File: src/rtl/alu_pkg.sv
// Shared constants for the RV32I execute-stage ALU: data width and control encodings.
package alu_pkg;

  localparam int unsigned ALU_DATA_WIDTH = 32;
  localparam int unsigned ALU_CTRL_W     = 6;

  localparam logic [ALU_CTRL_W-1:0] ALU_ADD  = 6'b000000;
  localparam logic [ALU_CTRL_W-1:0] ALU_SLL  = 6'b000001;
  localparam logic [ALU_CTRL_W-1:0] ALU_SLT  = 6'b000010;
  localparam logic [ALU_CTRL_W-1:0] ALU_SLTU = 6'b000011;
  localparam logic [ALU_CTRL_W-1:0] ALU_XOR  = 6'b000100;
  localparam logic [ALU_CTRL_W-1:0] ALU_SRL  = 6'b000101;
  localparam logic [ALU_CTRL_W-1:0] ALU_OR   = 6'b000110;
  localparam logic [ALU_CTRL_W-1:0] ALU_AND  = 6'b000111;
  localparam logic [ALU_CTRL_W-1:0] ALU_SUB  = 6'b001000;
  localparam logic [ALU_CTRL_W-1:0] ALU_SRA  = 6'b001101;
  localparam logic [ALU_CTRL_W-1:0] ALU_BEQ  = 6'b010000;
  localparam logic [ALU_CTRL_W-1:0] ALU_BNE  = 6'b010001;
  localparam logic [ALU_CTRL_W-1:0] ALU_BLT  = 6'b010100;
  localparam logic [ALU_CTRL_W-1:0] ALU_BGE  = 6'b010101;
  localparam logic [ALU_CTRL_W-1:0] ALU_BLTU = 6'b010110;
  localparam logic [ALU_CTRL_W-1:0] ALU_BGEU = 6'b010111;
  localparam logic [ALU_CTRL_W-1:0] ALU_PASS = 6'b011111;

endpackage : alu_pkg

File: src/rtl/alu_shifter.sv
// Barrel shifter for SLL/SRL/SRA; right shifts share one path with a selectable fill bit.
module alu_shifter
  import alu_pkg::*;
#(
  parameter int unsigned DATA_WIDTH = ALU_DATA_WIDTH,
  parameter int unsigned SHAMT_W    = $clog2(DATA_WIDTH)
) (
  input  logic [DATA_WIDTH-1:0] data_in,
  input  logic [SHAMT_W-1:0]    shamt,
  input  logic                  left,
  input  logic                  arith,
  output logic [DATA_WIDTH-1:0] shift_result_c
);

  logic signed [DATA_WIDTH:0] ext;
  logic signed [DATA_WIDTH:0] right;

  // Extend by one fill bit so a single arithmetic shift covers both SRL and SRA.
  always_comb begin
    ext            = {arith & data_in[DATA_WIDTH-1], data_in};
    right          = ext >>> shamt;
    shift_result_c = left ? (data_in << shamt) : right[DATA_WIDTH-1:0];
  end

endmodule : alu_shifter

File: src/rtl/alu_unit.sv
// RV32I execute-stage ALU with a single registered result (one cycle latency).
module alu_unit
  import alu_pkg::*;
#(
  parameter int unsigned DATA_WIDTH = ALU_DATA_WIDTH
) (
  input  logic                  clock,
  input  logic                  reset_n,
  input  logic [ALU_CTRL_W-1:0] ALU_Control,
  input  logic [DATA_WIDTH-1:0] operand_A,
  input  logic [DATA_WIDTH-1:0] operand_B,
  output logic [DATA_WIDTH-1:0] ALU_result
);

  localparam int unsigned SHAMT_W = $clog2(DATA_WIDTH);

  logic [DATA_WIDTH-1:0] result_d;
  logic [DATA_WIDTH-1:0] result_q;
  logic [DATA_WIDTH-1:0] shift_c;
  logic                  lt_s;
  logic                  lt_u;
  logic                  eq;

  alu_shifter #(
    .DATA_WIDTH (DATA_WIDTH),
    .SHAMT_W    (SHAMT_W)
  ) u_shifter (
    .data_in        (operand_A),
    .shamt          (operand_B[SHAMT_W-1:0]),
    .left           (ALU_Control == ALU_SLL),
    .arith          (ALU_Control == ALU_SRA),
    .shift_result_c (shift_c)
  );

  // Shared comparators feed both SLT* and branch-condition codes.
  always_comb begin
    lt_s = $signed(operand_A) < $signed(operand_B);
    lt_u = operand_A < operand_B;
    eq   = operand_A == operand_B;
  end

  // Next-result select; unlisted codes fall through to zero.
  always_comb begin
    result_d = '0;
    case (ALU_Control)
      ALU_ADD:  result_d = operand_A + operand_B;
      ALU_SUB:  result_d = operand_A - operand_B;
      ALU_SLL,
      ALU_SRL,
      ALU_SRA:  result_d = shift_c;
      ALU_SLT:  result_d = DATA_WIDTH'(lt_s);
      ALU_SLTU: result_d = DATA_WIDTH'(lt_u);
      ALU_XOR:  result_d = operand_A ^ operand_B;
      ALU_OR:   result_d = operand_A | operand_B;
      ALU_AND:  result_d = operand_A & operand_B;
      ALU_BEQ:  result_d = DATA_WIDTH'(eq);
      ALU_BNE:  result_d = DATA_WIDTH'(!eq);
      ALU_BLT:  result_d = DATA_WIDTH'(lt_s);
      ALU_BGE:  result_d = DATA_WIDTH'(!lt_s);
      ALU_BLTU: result_d = DATA_WIDTH'(lt_u);
      ALU_BGEU: result_d = DATA_WIDTH'(!lt_u);
      ALU_PASS: result_d = operand_A;
      default:  result_d = '0;
    endcase
  end

  // Output register, cleared asynchronously.
  always_ff @(posedge clock or negedge reset_n) begin
    if (!reset_n) begin
      result_q <= '0;
    end else begin
      result_q <= result_d;
    end
  end

  assign ALU_result = result_q;

endmodule : alu_unit

File: config.mk
export PLATFORM = sky130hd
export DESIGN_NAME = alu_unit
export DESIGN_NICKNAME = d
export VERILOG_FILES = /design/src/rtl/alu_pkg.sv /design/src/rtl/alu_shifter.sv /design/src/rtl/alu_unit.sv
export SDC_FILE = /design/constraint.sdc
export NUM_CORES = 1
export LEC_CHECK = 0
export ABC_AREA = 0
export CELL_PAD_IN_SITES_DETAIL_PLACEMENT = 0
export CELL_PAD_IN_SITES_GLOBAL_PLACEMENT = 1
export CORE_MARGIN = 3
export CORE_UTILIZATION = 45
export CTS_CLUSTER_DIAMETER = 50
export DETAILED_ROUTE_END_ITERATION = 12
export DONT_BUFFER_PORTS = 1
export PLACE_DENSITY = 0.79
export SLEW_MARGIN = 40
export SYNTH_ARGS = -nofsm -noshare
export SYNTH_HDL_FRONTEND = slang
export SYNTH_SLANG_ARGS = --single-unit
File: constraint.sdc
create_clock -name clock -period 0.8 [get_ports clock]
set_input_delay 0.16 -clock clock [delete_from_list [all_inputs] [get_ports clock]]
set_output_delay 0.16 -clock clock [all_outputs]
set_load 0.01 [all_outputs]
==> summary.md <==
| Metric | Value |
|---|---|
| Ports | 104 |
| Worst slack, placed | -2.076 ns |
| Final Hold Violating Endpoints | 32 |
| Int Power | 7874 uW |
| Req. time, crit path | 1.00 ns |
| Clk sinks | 32 |
| Register area share after synthesis | 7.643% |
| Delay-heaviest family, CP | compound AO/OA/AOI/OAI gates |
| Max-Cap Viols | 0 |
| HP Class | input port to asynchronous set/reset pin |
| Synth Net Count | 1575 |
| Relative slew slack | 55.34% |
| CTS tree | built |
| Area delta synth->final | 53.81% |
| Port-buffer cells | 0 |
| Synth warn | 0 |
| Initial antenna violation count | 2 |
| Synth area leader | mux4_2 |
| Antenna violation net count after detailed routing | 0 |
| Share of flip-flops with an asynchronous set or reset | 100.0% |
| Switching pwr | 5882 uW |
| 1st-pass router iterations | 7 |
| Sum of negative setup slack | -43.67 ns |
| Share of cells above drive strength 1 | 46.07% |
| CTS Buffer Depth | 2 |
| Measured slew at the worst slew-check pin | 0.6513 ns |
| Core area | 22780 um^2 |
| Routed wire length | 56.28 mm |
| Initial core utilization | 46.00% |
| Gp weighted congestion | 1.079 |
| Ys flop type | dfrtp_1 |
| H-tree depth | 2 |
| Cells along the critical path | inv_8 > ha_4 > or3_4 > nor4_4 > buf_4 > nand2_2 > a211oi_4 > nor2_2 > o311a_1 > o211a_1 > o211ai_1 |
| Mapped Area | 10480 um^2 |
| Run status | finished with violations |
| Share of total power in combinational logic | 70.1% |
| Syn avg cell area | 7.505 um^2 |
| Gr usage total | 43.00% |
| CP bufs+invs | 2 |
| Fin nets | 1961 |
| Area share of the largest cell type after synthesis | 12.68% |
| Initial DRC count | 1687 |
| Most frequent cells in the layout | 440 x buf_4, 128 x nor2_1, 89 x nand2_1 |
| Worst path slowest cell | or3_4 |
| Pwr per Cell Area | 853.6 nW/um^2 |
| Via count | 13.99k |
| WL/cell | 26.85 um |
| Commonest non-fill, non-tap cell in the layout | buf_4 |
| Final worst slack | -1.539 ns |
| Fin crit period | 2.339 ns |
| Sw frac | 42.76% |
| Fill cells | 1875 |
| Startpoint Class | input port |
| Cts bufs inserted | 5 |
| Clock-pin slew on the worst setup and hold paths | 0.07 ns |
| Sequential power share | 14.1% |
| RSZ-0062 raised after global routing | true |
| Failing checks | negative hold slack, negative setup slack |
| Post-Synthesis Cells | 1396 |
| DPL Wire Length | 42.64 mm |
| Pins Over Slew Limit | 0 |
| Synth area leaders | mux4_2 13%, ha_1 13%, dfrtp_1 7.6% |
| Peak supply drop | 0.6858 mV |
| Critical-path maximum fanout | 5 |
| Vias in the first global route | 13.32k |
| Die X-Extent | 158.6 um |
| Clock root cell | clkbuf_16 |
| Max frequency | 427.5 MHz |
| Critical path's largest stage delay | 0.44 ns |
| Hold Slack | -0.4416 ns |
| Post-synth EDFFs | 0 |
| # setup viols final | 64 |
| Die Area | 25150 um^2 |
| Total gr overflow | 0 |
| # rows | 55 |
| Crit share post-route | 292.4% |
| Die height | 158.6 um |
| Vias/cell | 6.675 |
| CP Class | input port to register |
| CP Depth | 11 |
| Largest register FFs | 32 |
| FF+latch count, synth | 32 |
| Crit. End Element | register |
| Pin count of the biggest net entering global routing | 78 |
| Power share of the clock group | 15.8% |
| First-pass GRT wire length | 81.49 mm |
| Crit path DAT | 2.54 ns |
| DRC | 0 |
| Unique masters post-synth | 87 |
| Leak Pwr | 0.007062 uW |
[repair_timing]
item,CTS,global route
gates resized for setup,241,106
pin swaps,101,70
endpoints found under the hold margin,32,32
setup buffers,30,25
setup endpoints to repair,64,64
cloned,1,0
[how the worst max path moves through the flow]
stage                             start        endpoint
after floorplan            operand_B[2]  ALU_result[31]
after global routing       operand_B[0]  ALU_result[22]
after CTS                 operand_A[11]   ALU_result[0]
final                     operand_B[11]  ALU_result[29]
after global placement     operand_A[0]  ALU_result[22]
after detailed placement   operand_A[0]   ALU_result[0]
[metal layers]
layer	global-route usage (%)	routed length (um)	vias to the layer above
li1	-	-	6038
met1	56.65	21650	6818
met2	65.37	24740	904
met3	10.46	6310	228
met4	22.24	3574	2
met5	0	9	-
[power groups by stage]
stage | logic, uW | clock network, uW | registers, uW
6_report | 9640 | 2170 | 1940
5_1_grt | 10200 | 2210 | 1960
4_1_cts | 8830 | 2170 | 1950
3_5_place_dp | 7910 | 0 | 1970
3_3_place_gp | 7850 | 0 | 1980
2_1_floorplan | 4770 | 0 | 1930
[layout make-up]
cell class                 count  area, um^2  share of cell area [%]
antenna                        1       2.502                 0.01553
clock buffer                   7       152.6                  0.9472
inverter                     106       539.3                   3.346
multi-input combinational   1141       10160                   63.06
sequential                    32       802.0                   4.977
tap                          313       391.6                   2.430
timing repair buffer         496        4065                   25.23
[metrics by stage]
step           hold slack (ns)  cell area (um^2)  total power [uW]  instances  util, %
4_1_cts                -0.4471             15430             12950       2073    67.76
5_1_grt                -0.4417             16110             14320       2095    70.74
3_3_place_gp           -0.1349             14050              9823       2042    61.66
6_report               -0.4416             16120             13760       2096    70.75
2_1_floorplan          -0.1356             10920              6698       1396        -
3_5_place_dp           -0.1349             14050              9880       2042    61.66
[Yosys cell counts, drive strengths merged (15+ instances only)]
cell and number:
a31oi 28, o31ai 15, mux2 17, mux4 59, inv 105, nor3 38, nor2 148, nand2b 16
nand2 95, a21oi 113, o221ai 18, dfrtp 32, a22oi 27, mux2i 47, ha 105, nor2b 17
nand3 28, o211ai 28, clkbuf 64, o21ai 104, a221oi 19, buf 53, a211oi 25
[kinds of logic after synthesis]
kind of cell    synth area share [%]
buf+inv                        9.052
xor+xnor                      0.8360
flops                          7.643
compound gates                 32.25
simple gates                   18.22
fa+ha+maj                      12.92
mux                            19.07
No activity file was read; power rests on OpenSTA's default activity.
